**src/rtl/simon_engine.sv**
```systemverilog
// simon_engine: memory-sequence game engine ("Simon").
//   Plays back a growing pseudo-random colour sequence on the LEDs, then
//   checks the player's button presses against it. The game is won once
//   MAX_LEN colours have been repeated correctly. It is lost on a wrong or
//   multi-button press, or when no press arrives within TIMEOUT_CYCLES.
// Ports:
//   clk    - clock; all state changes happen on the rising edge
//   reset  - synchronous, active-high reset
//   start  - level; begins a new game from IDLE, WIN or LOSE
//   seed   - LFSR seed, captured when a game starts (8'h00 is replaced by 8'h01)
//   btn    - player buttons, active-high, one bit per colour
//   led    - registered colour drive: one-hot during playback, echo of btn
//            while waiting for input, zero otherwise
//   state  - state code (IDLE=0 GEN=1 SHOW_ON=2 SHOW_GAP=3 WAIT_IN=4
//            WAIT_REL=5 WIN=6 LOSE=7)
//   round  - current sequence length
//   win    - high exactly while in WIN
//   lose   - high exactly while in LOSE
module simon_engine #(
  parameter int unsigned NUM_COLOURS    = 4,
  parameter int unsigned MAX_LEN        = 16,
  parameter int unsigned HOLD_CYCLES    = 1000,
  parameter int unsigned GAP_CYCLES     = 250,
  parameter int unsigned TIMEOUT_CYCLES = 100000,
  localparam int unsigned COL_W         = $clog2(NUM_COLOURS),
  localparam int unsigned LEN_W         = $clog2(MAX_LEN + 1)
) (
  input  logic                   clk,
  input  logic                   reset,
  input  logic                   start,
  input  logic [7:0]             seed,
  input  logic [NUM_COLOURS-1:0] btn,
  output logic [NUM_COLOURS-1:0] led,
  output logic [2:0]             state,
  output logic [LEN_W-1:0]       round,
  output logic                   win,
  output logic                   lose
);

  localparam logic [2:0] S_IDLE     = 3'd0;
  localparam logic [2:0] S_GEN      = 3'd1;
  localparam logic [2:0] S_SHOW_ON  = 3'd2;
  localparam logic [2:0] S_SHOW_GAP = 3'd3;
  localparam logic [2:0] S_WAIT_IN  = 3'd4;
  localparam logic [2:0] S_WAIT_REL = 3'd5;
  localparam logic [2:0] S_WIN      = 3'd6;
  localparam logic [2:0] S_LOSE     = 3'd7;

  localparam int unsigned IDX_W = (MAX_LEN > 1) ? $clog2(MAX_LEN) : 1;
  localparam int unsigned T_MAX_A = (HOLD_CYCLES > GAP_CYCLES) ? HOLD_CYCLES : GAP_CYCLES;
  localparam int unsigned T_MAX = (T_MAX_A > TIMEOUT_CYCLES) ? T_MAX_A : TIMEOUT_CYCLES;
  localparam int unsigned TIM_W = $clog2(T_MAX + 1);

  localparam logic [TIM_W-1:0] HOLD_LAST    = TIM_W'(HOLD_CYCLES - 1);
  localparam logic [TIM_W-1:0] GAP_LAST     = TIM_W'(GAP_CYCLES - 1);
  localparam logic [TIM_W-1:0] TIMEOUT_LAST = TIM_W'(TIMEOUT_CYCLES - 1);

  logic [COL_W-1:0]       mem [MAX_LEN];
  logic [7:0]             lfsr;
  logic [LEN_W-1:0]       idx;
  logic [TIM_W-1:0]       timer;
  logic [NUM_COLOURS-1:0] btn_hist;

  logic [2:0]             state_n;
  logic [LEN_W-1:0]       round_n;
  logic [LEN_W-1:0]       idx_n;
  logic [LEN_W-1:0]       idx_inc;
  logic [TIM_W-1:0]       timer_n;
  logic [7:0]             lfsr_n;
  logic [NUM_COLOURS-1:0] led_n;
  logic [NUM_COLOURS-1:0] expected;
  logic                   mem_we;
  logic                   press;

  function automatic logic [NUM_COLOURS-1:0] onehot(input logic [COL_W-1:0] c);
    logic [NUM_COLOURS-1:0] r;
    r    = '0;
    r[c] = 1'b1;
    return r;
  endfunction

  function automatic logic [7:0] lfsr_step(input logic [7:0] v);
    return {v[6:0], v[7] ^ v[5] ^ v[4] ^ v[3]};
  endfunction

  always_comb begin
    state_n  = state;
    round_n  = round;
    idx_n    = idx;
    timer_n  = timer;
    lfsr_n   = lfsr;
    mem_we   = 1'b0;
    idx_inc  = idx + LEN_W'(1);
    expected = onehot(mem[idx[IDX_W-1:0]]);
    // A press is a rising transition of the button bus as a whole, so a
    // button still held from before WAIT_IN never registers.
    press    = (btn != '0) && (btn_hist == '0);

    case (state)
      S_IDLE, S_WIN, S_LOSE: begin
        if (start) begin
          state_n = S_GEN;
          lfsr_n  = (seed == 8'h00) ? 8'h01 : seed;
          round_n = '0;
          idx_n   = '0;
          timer_n = '0;
        end
      end
      S_GEN: begin
        mem_we  = 1'b1;
        lfsr_n  = lfsr_step(lfsr);
        round_n = round + LEN_W'(1);
        idx_n   = '0;
        timer_n = '0;
        state_n = S_SHOW_ON;
      end
      S_SHOW_ON: begin
        if (timer == HOLD_LAST) begin
          timer_n = '0;
          state_n = S_SHOW_GAP;
        end else begin
          timer_n = timer + TIM_W'(1);
        end
      end
      S_SHOW_GAP: begin
        if (timer == GAP_LAST) begin
          timer_n = '0;
          if (idx_inc == round) begin
            idx_n   = '0;
            state_n = S_WAIT_IN;
          end else begin
            idx_n   = idx_inc;
            state_n = S_SHOW_ON;
          end
        end else begin
          timer_n = timer + TIM_W'(1);
        end
      end
      S_WAIT_IN: begin
        if (press) begin
          timer_n = '0;
          state_n = (btn == expected) ? S_WAIT_REL : S_LOSE;
        end else if (timer == TIMEOUT_LAST) begin
          timer_n = '0;
          state_n = S_LOSE;
        end else begin
          timer_n = timer + TIM_W'(1);
        end
      end
      S_WAIT_REL: begin
        if (btn == '0) begin
          idx_n   = idx_inc;
          timer_n = '0;
          if (idx_inc < round) begin
            state_n = S_WAIT_IN;
          end else if (round == LEN_W'(MAX_LEN)) begin
            state_n = S_WIN;
          end else begin
            state_n = S_GEN;
          end
        end
      end
      default: state_n = S_IDLE;
    endcase

    // led is registered, so it is computed from the next-state values. On
    // the GEN -> SHOW_ON edge the entry being shown may be the one written
    // on that same edge, hence the bypass from the LFSR.
    led_n = '0;
    if (state_n == S_SHOW_ON) begin
      if (mem_we && (idx_n == round)) begin
        led_n = onehot(lfsr[COL_W-1:0]);
      end else begin
        led_n = onehot(mem[idx_n[IDX_W-1:0]]);
      end
    end else if ((state_n == S_WAIT_IN) || (state_n == S_WAIT_REL)) begin
      led_n = btn;
    end
  end

  always_ff @(posedge clk) begin
    if (reset) begin
      state    <= S_IDLE;
      led      <= '0;
      round    <= '0;
      idx      <= '0;
      timer    <= '0;
      lfsr     <= 8'h01;
      btn_hist <= '0;
    end else begin
      state    <= state_n;
      led      <= led_n;
      round    <= round_n;
      idx      <= idx_n;
      timer    <= timer_n;
      lfsr     <= lfsr_n;
      btn_hist <= btn;
    end
  end

  // Sequence storage needs no reset: entries at or above round are never read.
  always_ff @(posedge clk) begin
    if (!reset && mem_we) begin
      mem[round[IDX_W-1:0]] <= lfsr[COL_W-1:0];
    end
  end

  assign win  = (state == S_WIN);
  assign lose = (state == S_LOSE);

endmodule

```
**config.mk**
```make
export PLATFORM = sky130hd
export DESIGN_NAME = simon_engine
export DESIGN_NICKNAME = d
export VERILOG_FILES = /design/src/rtl/simon_engine.sv
export SDC_FILE = /design/constraint.sdc
export NUM_CORES = 1
export LEC_CHECK = 0
export ABC_AREA = 0
export ABC_CLOCK_PERIOD_IN_PS = 3500
export BUFFER_PORTS_ARGS = -buffer_cell sky130_fd_sc_hd__clkbuf_2
export CAP_MARGIN = 30
export CORE_UTILIZATION = 45
export DETAILED_ROUTE_END_ITERATION = 12
export SLEW_MARGIN = 15
export SYNTH_ARGS = -nofsm -noshare
export SYNTH_HDL_FRONTEND = slang
export SYNTH_SLANG_ARGS = --single-unit
```
**constraint.sdc**
```tcl
create_clock -name clk -period 3.5 [get_ports clk]
set_input_delay 0.7 -clock clk [delete_from_list [all_inputs] [get_ports clk]]
set_output_delay 0.7 -clock clk [all_outputs]
set_load 0.02 [all_outputs]
```
# Yosys cells after proc, flatten, opt, wreduce, memory -nomap -nowiden
# Memories as Yosys holds them, arrays and structs flattened. A register that Yosys moved wholly into a read port is not among the register bits.
# Cells that the tools add are included.
[totals]
mem_bits_rw = 32
out_inout_bits = 14
wordCells = 98
inputBits = 15
n_memories = 1
ff_bits = 46
[mem_list]
columns = ["memory", "words", "word_bits", "rd", "rd_ports_with_merged_regs", "wr", "line", "rtl"]
rows = [
  ["mem", 16, 2, 2, 1, 1, "58", "logic [COL_W-1:0] mem [MAX_LEN];"],
]
[classes]
n_bitwise = 3
order_cmp = 7
add_sub_neg = 3
mux = 41
n_reduce_logical = 17
n_eq_ne = 19
[ops]
columns = ["cell", "n"]
rows = [
  ["$mux 17", 6],
  ["$pmux 17 s6", 1],
  ["$mux 3", 9],
  ["$mux 5", 5],
  ["$pmux 5 s4", 1],
  ["$eq 3x3->1 const B", 6],
  ["$pmux 3 s6", 1],
  ["$add 17x1->17 const B", 1],
  ["$eq 17x10->1 const B", 1],
  ["$eq 17x17->1 const B", 1],
  ["$eq 17x8->1 const B", 1],
  ["$mux 4", 4],
  ["$mux 8", 2],
  ["$pmux 8 s2", 1],
  ["$add 5x1->5 const B", 2],
  ["$eq 5x5->1", 2],
  ["$pmux 5 s2", 1],
  ["$eq 3x2->1 const B", 3],
  ["$lt 2x3->1 const B", 3],
  ["$logic_not 4->1", 2],
  ["$logic_not 8->1", 1],
  ["$demux 1 s2", 3],
  ["$ge 2x1->1 const B", 3],
  ["$logic_and 1x1->1", 6],
  ["other kinds (15)", 24],
]

# Longest topological paths before layout
[logic_depth]
word_depth = 12
depth_mapped = 16
mapped_depth_nobuf = 13

# Least setup slack after synthesis
# OpenSTA, ideal clock, no wires.
[synth_timing]
path_kind = "reg2reg"
start = "register idx[0]"
end = "register led[0]"
n_path_buf = 1
t_arrival_ps = 3431
required_time_ps = 3421
path_stages_with_launch = 15
synth_period_minus_slack_ps = 3510
setup_time_ps = 79
slack_ps = -10
cell_sequence = "dfxtp_1 -> buf_2 -> nand3_1 -> xnor2_1 -> inv_1 -> ha_1 -> nand2_1 -> nor2_1 -> o41a_1 -> o22ai_1 -> a21oi_1 -> xnor2_1 -> or4_1 -> or4_1 -> o211ai_1"
[synth_between]
elab_chain_len = 12
word_cells_on_any_way = 28
classes_between = "add/sub: 1; order compare: 3; eq/ne: 5; mux: 15; reduce/logical: 3; memory: 1"
[synth_lines]
columns = ["item", "line", "rtl"]
rows = [
  ["from (decl)", "60", "logic [LEN_W-1:0] idx;"],
  ["from (signal assigned)", "194", "idx <= idx_n;"],
  ["$add 5x1->5", "93", "idx_inc = idx + LEN_W'(1);"],
  ["$eq 5x5->1", "128", "if (idx_inc == round) begin"],
  ["$mux 5", "128", ""],
  ["$mux 5", "126", "if (timer == GAP_LAST) begin"],
  ["$pmux 5 s4", "99", "case (state)"],
  ["$mem_v2 16x2", "n/a", ""],
  ["$lt 2x3->1 (not written as such) / $ge 2x1->1 (equally long branches)", "78", "r[c] = 1'b1;"],
  ["$logic_and 1x1->1 (not written as such)", "78", ""],
  ["$mux 1 (not written as such)", "78", ""],
  ["$demux 1 s2", "78", ""],
  ["$mux 4", "171", "if (mem_we && (idx_n == round)) begin"],
  ["$mux 4 (*)", "170", "if (state_n == S_SHOW_ON) begin"],
  ["to (signal assigned)", "192", "led <= led_n;"],
  ["to (decl)", "33", "output logic [NUM_COLOURS-1:0] led,"],
]
# Every way passes the cells marked *; elsewhere a longest branch is shown, timed or not.
# A chain may end at the register's enable or synchronous reset.

# Final worst setup path
# Same ends and word-level chain as after synthesis.

==> impl_results.md <==
- Setup crit start kind: flip-flop
- Layout area overhead: 18.9%
- CP Max Fanout: 5
- DRT Pass-1 Iters: 4
- H-tree Lvls: 3
- Async SR Flop Fraction: 0%
- Simple-Gate Fraction of Synth Area: 23.1%
- VDD IR-drop max: 0.316 mV
- R2R setup slack: 0.14 ns
- Final Max Tran Viols: 0
- DRT antenna net count: 0
- First-pass GRT wire length: 18.9 mm
- CTS tree: yes
- Ys flop type: dfxtp_1
- Final nets: 561
- Critical path's largest stage delay: 0.57 ns
- Mapped Nets: 505
- DRT iter0 DRCs: 251
- Final Wtd Congestion: 0.907
- Mapped Avg Cell Area: 9.47 um^2
- Die area: 10500 um^2
- Ports: 29
- Data arrival time of the critical path: 3.66 ns
- Worst path cell trace: nand3_1 > xnor2_2 > inv_1 > ha_1 > nand2_1 > nor2_4 > o41a_1 > o22ai_2 > a21oi_2 > xnor2_1 > or4_4 > or4_1 > o211ai_1
- Non-filler cells, final: 672
- Height of the die: 102 um
- Vias/cell: 5.74
- Routed vias: 3856
- Average wire per standard cell: 17.5 um
- Hold Vio Cnt, Final: 0
- PD cells: 395 nW/um^2
- FF-to-FF Start: idx[0]
- XOR/XNOR Fraction of Synth Area: 5.03%
- Initial antenna violation count: 0
- Setup CP Type: flip-flop to flip-flop
- Post-synth EDFFs: 32
- R2R Path End: led[0]
- Clock slew at reported path FFs: 0.09 ns
- Clock root cell: clkbuf_8
- Placed cell areas: 4970 um^2
- Core area: 9770 um^2
- Required time worst endpoint: 3.80 ns
- Clk_lat worst skew: 0.37 ns
- Final Critical Period: 3.36 ns
- FMAX: 0.297 GHz
- Final Power: 2.13 mW
- Critical-path top delay cell: or4_4
- Vias in the first global route: 3726
- FF+latch count, synth: 78
- Area share of fa/ha/maj cells after synthesis: 3.32%
- Reg2reg path depth: 13
- Crit path launch: idx[0]
- Worst Hold Class: flip-flop to flip-flop
- Compound-Gate Fraction of Synth Area: 14.8%
- # hold bufs at CTS: 0
- Final setup vio count: 0
- # rows: 36
- Mux contribution to synthesized area: 8.10%
- Period utilization: 96.1%
- Status: finished clean
- DRC violations left: 0
- Main combinational cell family by area after synthesis: simple AND/OR/NAND/NOR gates
- CTS Sinks: 78
- Post-DP HPWL: 8.73 mm
- GRT Util Overall: 24.1%
- Initial Util: 46.3%
- PortBufs: 28
- Die W: 102 um
- Clock buffer depth: 2
- Crit end category: flip-flop
- # diodes: 0
- Fraction of layout cells with a size suffix above 1: 23.0%
- Max Clock Skew: 0.0121 ns
- Capture point of the critical path: led[0]
- Num CTS Buffers: 9
- P_leak: 1.96 nW
- Post-Syn Instances: 478
- Yosys cell types: 66
- Worst slew pin tran: 0.843 ns
- Fin area: 5380 um^2
- Synth Warn #: 0
- Reg area: 1890 um^2
- Inst Count DP: 647
- GRT overflow: 0
- Slew margin rel.: 43.7%
- Sequential share of the synthesized area: 41.6%
- Final wirelength: 11.8 mm
- Largest net degree at the start of global routing: 23
- Footprint of the multi-input gates: 2570 um^2
- Filler cells: 936
- Netlist area before placement: 4520 um^2
- MaxCap Viol Count: 0
-- cell type report --
type                            instances  area share, %
Inverter                               19           1.33
Multi-Input combinational cell        358           47.9
Clock buffer                            9           2.30
Timing Repair Buffer                   68           8.42
Sequential cell                        78           35.2
Clock inverter                          7           1.81
Tap cell                              133           3.09
-- critical path: cells and delay by family (launching register included) --
family / cells / cell delay, ns
AND/OR/NAND/NOR: 5 / 1.30
XOR/XNOR: 2 / 0.45
flip-flops: 1 / 0.38
buffers and inverters: 1 / 0.09
adder cells (fa/ha/maj): 1 / 0.29
AO/OA/AOI/OAI: 4 / 0.78
-- cell usage after synthesis, types with 3 or more instances --
| master | number | area share [%] |
|---|---|---|
| nor2b_1 | 15 | 2.1 |
| nor3_1 | 6 | 0.66 |
| mux4_2 | 10 | 5.0 |
| dfxtp_1 | 46 | 20 |
| a22oi_1 | 3 | 0.50 |
| a221oi_1 | 4 | 0.77 |
| xor2_1 | 9 | 1.7 |
| o21ai_0 | 7 | 0.77 |
| and3_1 | 5 | 0.69 |
| o21a_1 | 4 | 0.66 |
| a311oi_1 | 7 | 1.4 |
| edfxtp_1 | 32 | 21 |
| nand2b_1 | 8 | 1.1 |
| nand4_1 | 7 | 0.97 |
| a221o_1 | 4 | 0.88 |
| or4_1 | 5 | 0.83 |
| ha_1 | 12 | 3.3 |
| nor4_1 | 8 | 1.1 |
| inv_1 | 19 | 1.6 |
| nand3_1 | 22 | 2.4 |
| xnor2_1 | 17 | 3.3 |
| mux2i_1 | 13 | 2.9 |
| nor2_1 | 71 | 5.9 |
| a21oi_1 | 16 | 1.8 |
| a211oi_1 | 12 | 2.0 |
| a21o_1 | 4 | 0.66 |
| clkbuf_1 | 19 | 1.6 |
| nand2_1 | 46 | 3.8 |
| or3_1 | 3 | 0.41 |
-- cell families (layout without fill, tap and decap cells) --
family | after synthesis | count (layout)
compound gates | 88 | 88
xor+xnor | 26 | 26
fa+ha+maj | 12 | 12
buf+inv | 42 | 103
flops | 78 | 78
mux | 24 | 24
simple gates | 208 | 208
-- registers in the layout, summed over array words and instances (netlist names) --
signal / flops
mem: 32
timer: 17
lfsr: 8
idx: 5
round: 5
btn_hist: 4
led: 4
state: 3
-- cell usage in the layout, fill, tap and decap left out, types with 8 or more instances in the layout --
cell type,count
nor2_1,70
nand2_1,46
dfxtp_1,43
buf_4,39
edfxtp_1,32
clkbuf_2,28
nand3_1,22
inv_1,19
xnor2_1,15
nor2b_1,15
a21oi_1,15
mux2i_1,12
ha_1,11
mux4_2,10
a211oi_1,9
clkbuf_8,9
xor2_1,8
nand2b_1,8
-- worst min path at each step --
stage | cells after the start | slack, ns | to | start
after global routing | 2 | 0.51 | lfsr[3] | lfsr[2]
final | 2 | 0.49 | lfsr[3] | lfsr[2]
after detailed placement | 2 | 0.48 | lfsr[3] | lfsr[2]
after floorplan | 2 | 0.46 | lfsr[7] | lfsr[6]
after global placement | 2 | 0.47 | lfsr[7] | lfsr[6]
after CTS | 2 | 0.49 | lfsr[3] | lfsr[2]
-- timing repair --
| item | in CTS | in global routing |
|---|---|---|
| gates resized for setup | 6 | 19 |
| pin swaps | 1 | 5 |
| hold endpoints to repair | 0 | 0 |
| setup endpoints to repair | 3 | 4 |
| setup buffers | 0 | 9 |
-- stage by stage --
step / hold slack [ns] / setup WS (ns) / utilization [%] / setup TNS [ns]
floorplan: 0.455 / 0.0465 / - / 0
global placement: 0.468 / -0.0830 / 50.8 / -0.191
detailed placement: 0.478 / -0.0888 / 50.8 / -0.245
CTS: 0.490 / 0.0182 / 53.4 / 0
global route: 0.507 / -0.00873 / 55.0 / -0.00873
finish: 0.487 / 0.136 / 55.0 / 0
-- routing by layer --
metal,share of wire (%),up-vias,track usage (%)
met5,0,-,0
met4,1.8,0,9.23
met3,4.9,18,4.86
met2,48,97,39.1
met1,46,1871,31.8
li1,-,1870,-
-- power breakdown --
part | internal [mW] | switching (mW) | total (mW)
logic | 0.133 | 0.196 | 0.329
clock network | 0.403 | 0.355 | 0.759
registers | 0.988 | 0.0507 | 1.04
Note: power is estimated with default switching activity, not from simulation.
